<file path="config.mk">
export PLATFORM = sky130hd
export DESIGN_NAME = window_slider
export DESIGN_NICKNAME = d
export VERILOG_FILES = /design/src/rtl/window_slider.sv
export SDC_FILE = /design/constraint.sdc
export NUM_CORES = 1
export LEC_CHECK = 0
export BUFFER_PORTS_ARGS = -buffer_cell sky130_fd_sc_hd__buf_2
export CAP_MARGIN = 20
export CELL_PAD_IN_SITES_DETAIL_PLACEMENT = 2
export CELL_PAD_IN_SITES_GLOBAL_PLACEMENT = 2
export CORE_ASPECT_RATIO = 0.6
export CORE_MARGIN = 1.5
export CORE_UTILIZATION = 34
export CTS_BUF_LIST = sky130_fd_sc_hd__clkbuf_2
export CTS_CLUSTER_DIAMETER = 50
export DETAILED_ROUTE_END_ITERATION = 12
export PLACE_DENSITY = 0.93
export SLEW_MARGIN = 20
export SYNTH_ARGS = -nofsm -noshare
export SYNTH_HDL_FRONTEND = slang
export SYNTH_SLANG_ARGS = --single-unit
</file>
<file path="constraint.sdc">
create_clock -name clk_in -period 5.4 [get_ports clk_in]
set_clock_uncertainty 0.1 [all_clocks]
set_input_delay 0.54 -clock clk_in [delete_from_list [all_inputs] [get_ports clk_in]]
set_output_delay 0.54 -clock clk_in [all_outputs]
set_load 0.02 [all_outputs]
</file>
<file path="src/rtl/window_slider.sv">
// Slides the menu box between its off-screen park row and a target row,
// updating position and visibility once per frame at the blanking line.
module window_slider #(
  parameter int unsigned VBLANK_LINE = 768,
  parameter int unsigned HIDDEN_Y    = 768,
  parameter int unsigned STEP        = 8
) (
  input  logic        clk_in,
  input  logic        rst_in,
  input  logic [9:0]  vcount_in,
  input  logic        open_in,
  input  logic        close_in,
  input  logic [10:0] x_target_in,
  input  logic [9:0]  y_target_in,
  output logic [10:0] x_out,
  output logic [9:0]  y_out,
  output logic        visible_out,
  output logic        busy_out,
  output logic        done_out
);

  localparam int unsigned XW = 11;
  localparam int unsigned YW = 10;
  localparam int unsigned CW = 11;

  typedef enum logic [1:0] {CLOSED, OPENING, OPEN, CLOSING} state_t;

  state_t        state, state_nxt;
  logic          prev_match, line_match, tick;
  logic          pend_open, pend_close, pend_open_nxt, pend_close_nxt;
  logic          clr_open, clr_close;
  logic [XW-1:0] tx, x_nxt;
  logic [YW-1:0] ty, y_nxt;
  logic          vis_nxt, done_nxt;
  logic [CW-1:0] y_ext, ty_ext;
  logic          open_done, close_done;

  // One tick on the first cycle vcount sits on the blanking line.
  assign line_match = (vcount_in == YW'(VBLANK_LINE));
  assign tick       = line_match & ~prev_match;

  // Widened so ty + STEP and y + STEP cannot wrap.
  assign y_ext      = CW'(y_out);
  assign ty_ext     = CW'(ty);
  assign open_done  = (y_ext <= ty_ext + CW'(STEP));
  assign close_done = (y_ext + CW'(STEP) >= CW'(HIDDEN_Y));

  assign busy_out = (state == OPENING) || (state == CLOSING);

  always_ff @(posedge clk_in) begin
    if (rst_in) state <= CLOSED;
    else        state <= state_nxt;
  end

  always_comb begin
    state_nxt = state;
    clr_open  = 1'b0;
    clr_close = 1'b0;
    if (tick) begin
      case (state)
        CLOSED: begin
          clr_open  = 1'b1;
          clr_close = 1'b1;
          if (pend_open) state_nxt = OPENING;
        end
        OPENING: if (open_done) state_nxt = OPEN;
        OPEN: begin
          clr_open  = 1'b1;
          clr_close = 1'b1;
          if (pend_close) state_nxt = CLOSING;
        end
        CLOSING: if (close_done) state_nxt = CLOSED;
        default: state_nxt = CLOSED;
      endcase
    end
  end

  always_comb begin
    x_nxt    = x_out;
    y_nxt    = y_out;
    vis_nxt  = visible_out;
    done_nxt = 1'b0;
    if (tick) begin
      case (state)
        CLOSED: begin
          if (pend_open) begin
            x_nxt   = tx;
            vis_nxt = 1'b1;
          end
        end
        OPENING: begin
          if (open_done) begin
            y_nxt    = ty;
            done_nxt = 1'b1;
          end else begin
            y_nxt = y_out - YW'(STEP);
          end
        end
        CLOSING: begin
          if (close_done) begin
            y_nxt    = YW'(HIDDEN_Y);
            vis_nxt  = 1'b0;
            done_nxt = 1'b1;
          end else begin
            y_nxt = y_out + YW'(STEP);
          end
        end
        default: ;
      endcase
    end
  end

  // A new request lands after the tick's clears, so it survives to the next frame.
  always_comb begin
    pend_open_nxt  = pend_open & ~clr_open;
    pend_close_nxt = pend_close & ~clr_close;
    if (open_in && !close_in) begin
      pend_open_nxt  = 1'b1;
      pend_close_nxt = 1'b0;
    end else if (close_in && !open_in) begin
      pend_open_nxt  = 1'b0;
      pend_close_nxt = 1'b1;
    end
  end

  always_ff @(posedge clk_in) begin
    if (rst_in) begin
      prev_match  <= 1'b0;
      pend_open   <= 1'b0;
      pend_close  <= 1'b0;
      tx          <= '0;
      ty          <= '0;
      x_out       <= '0;
      y_out       <= YW'(HIDDEN_Y);
      visible_out <= 1'b0;
      done_out    <= 1'b0;
    end else begin
      prev_match  <= line_match;
      pend_open   <= pend_open_nxt;
      pend_close  <= pend_close_nxt;
      if (open_in && !close_in) begin
        tx <= x_target_in;
        ty <= y_target_in;
      end
      x_out       <= x_nxt;
      y_out       <= y_nxt;
      visible_out <= vis_nxt;
      done_out    <= done_nxt;
    end
  end

endmodule

</file>
==> qor.txt <==
Outcome: finished, final reports clean
Antenna viol nets, final: 0
Synth Cell Area: 0.00272 mm²
Largest fanout on the critical path: 10
Core box area: 0.00782 mm²
Synth top area cells: dfxtp_1, nand2_1, ha_1
GPL Wtd Cong: 0.836
Die H: 72.2 µm
Max transition margin: 28.7%
Largest net degree at the start of global routing: 48
Period utilization: 63.5%
Number of synthesized flops with an enable pin: 0
WL per Instance: 19.1 µm
Fmax: 292 MHz
Fin. Hold Viols: 0
Setup WS pre-CTS: 1.91 ns
Yosys Warn Count: 0
Post-cts sizing count: 0
TritonRoute pass-1 iters: 4
Max IR drop VDD: 0.0820 mV
CTS Hold Bufs: 0
Leading area contributor after synthesis: dfxtp_1
Gate Count Post-Synth: 349
CTS tree: built
Clock-pin transition on the worst setup and hold timing paths: 0.29 ns
Clk pwr share: 27.7%
Final instance area: 0.00315 mm²
Top cell type's share of synthesized area: 36.1%
First-pass GRT wire length: 15400 µm
Seq pwr share: 51.2%
Overflow after GRT: 0
Std cell rows: 25
Async set-reset flop share out of synthesis: 0%
Mean Syn Cell Area: 7.78 µm²
Main flop type after synthesis: dfxtp_1
IO buf count: 58
Slew Limit Fails: 0
Max_cap viols: 0
CTS Buffer Depth: 2
Layout fillers: 918
Top Ports: 59
Final count of negative-setup-slack endpoints: 0
Placed Cells: 498
Vias in the first global route: 2859
Layout cells sized above 1: 20.1%
Routed via count: 2746
Worst setup margin: 1.97 ns
Register bit total from synthesis: 49
Leakage power: 1.28 nW
Die ar.: 0.00855 mm²
Total CTS buffers: 5
Net count after synthesis: 401
Combinational Power Share: 21.1%
Type of origin of the critical path: flop
Clk sink count: 49
Min cycle time layout: 3.43 ns
Hpwl dp: 7390 µm
Clock root cell: clkbuf_2
Worst-Margin Slew: 1.06 ns
Clock latency on the worst-skew pair: 0.48 ns
Critical path data required time: 5.74 ns
Number of diodes: 0
Setup Total Neg Slack: 0 ns
DRC errors left: 0
DR vias/cell: 5.43
CP arrival: 3.77 ns
Pwr dens: 245 mW/mm²
RSZ-0062 raised after global routing: false
Internal: 520 µW
Worst setup EP type: flop
H-tree depth: 2
Antenna violations before repair: 0
Area grow syn2layout: 15.8%
Sequential share of the synthesized area: 36.1%
Setup Buffers After CTS: 0
Net switching power: 249 µW
Worst min-delay path class: in -> reg
Placed cell areas: 0.00308 mm²
Unique masters post-synth: 51
Critical path class: reg -> reg
Initial Util: 34.7%
Sw frac: 32.4%
Total global-route track usage: 23.2%
Finished Layout Cells: 506
Routed WL: 9680 µm
Iter 0 DRT Violations: 142
Die X: 118 µm
Final net count: 449
[registers in the layout, summed over array words and instances (netlist names)]
signal and cells:
done_out 1, state 2, visible_out 1, tx 11, prev_match 1, pend_open 1, x_out 11, pend_close 1
y_out 10, ty 10
[critical path: stages, from the launching register on]
cell and delay, ns:
dfxtp_1 0.51, ha_1 0.24, nand3_1 0.13, nor2_1 0.17, xnor2_1 0.09, ha_1 0.35, nand3_1 0.09, or3_1 0.35
o211a_1 0.15, o21ai_1 0.57, and4_1 0.43, mux2i_1 0.22
[worst paths after layout]
kind | startpoint | endpoint | slack (ns) | depth (start not counted)
max | ty[3] | y_out[0] | 1.97 | 11
min | y_target_in[1] | ty[1] | 0.15 | 3
max reg2reg | ty[3] | y_out[0] | 1.97 | 11
min reg2reg | x_out[5] | x_out[5] | 0.38 | 2
[power by group through the flow]
stage          Clock (mW)  Combinational [mW]  Sequential, mW
6_report            0.213               0.163           0.394
5_1_grt             0.235               0.178           0.396
4_1_cts             0.219               0.161           0.393
3_5_place_dp            0               0.159           0.399
3_3_place_gp            0               0.149           0.398
2_1_floorplan           0               0.111           0.392
[cell usage in the layout (no fill, tap or decap), drive strengths merged, types with 2 or more instances in the layout]
cell	count
nand3	14
a21oi	41
o211a	4
ha	17
o22ai	3
dfxtp	49
nor3	3
or4	2
nor2	14
nand4	6
and3	4
or2	3
or3	2
xor2	4
nor4	2
o31ai	2
a21o	3
mux2i	7
inv	18
nand2	87
buf	59
o21ai	13
nor2b	2
or3b	2
mux2	3
o211ai	4
a31oi	5
clkbuf	5
xnor2	3
maj3	2
[logic make-up (layout without fill, tap and decap cells)]
family	after synthesis	after routing	synth area share (%)
buffers and inverters	35	84	5.02
AO/OA/AOI/OAI	83	83	18.6
multiplexers	10	10	3.82
AND/OR/NAND/NOR	146	146	25.7
flip-flops	49	49	36.1
adder cells (fa/ha/maj)	19	19	8.57
XOR/XNOR	7	7	2.26
[routing by layer]
| metal | global-route usage (%) | wire (µm) | part of all wire [%] | vias up |
|---|---|---|---|---|
| li1 | - | - | - | 1307 |
| met1 | 30.8 | 4590 | 47 | 1367 |
| met2 | 40.2 | 4570 | 47 | 64 |
| met3 | 4.17 | 443 | 4.6 | 8 |
| met4 | 4.82 | 73 | 0.75 | 0 |
| met5 | 0 | 0 | 0 | - |
[synth_stat cells, types with 2 or more instances]
master    number
a21oi_1       41
mux2i_1        7
mux2_2         3
o211ai_1       4
nand2_1       87
nor2b_1        2
xnor2_1        3
clkbuf_1      15
maj3_1         2
o21ai_0       12
or2_2          2
dfxtp_1       49
o211a_1        4
ha_1          17
nand3_1       14
and3_1         4
nor2_1        14
inv_1         17
a21o_1         3
a31oi_1        5
nand4_1        6
o22ai_1        3
nor3_1         3
xor2_1         4
o31ai_1        2
[metrics by stage]
stage / util [%] / hold slack (ns) / total power, mW
floorplan: - / 0.337 / 0.503
detailed placement: 39.3 / 0.352 / 0.558
CTS: 40.2 / 0.113 / 0.773
global route: 40.2 / 0.101 / 0.808
global placement: 39.3 / 0.337 / 0.547
finish: 40.2 / 0.145 / 0.769
[final cells by class]
type	instances	area, µm²	share of cell area, %
clock buffers	5	25.0	0.796
clock inverters	3	43.8	1.39
inverters	17	63.8	2.03
multi-input cells	265	1600	50.8
flip-flops and latches	49	981	31.2
well taps	108	135	4.30
repair buffers	59	298	9.47
No activity file was read; power rests on OpenSTA's default activity.
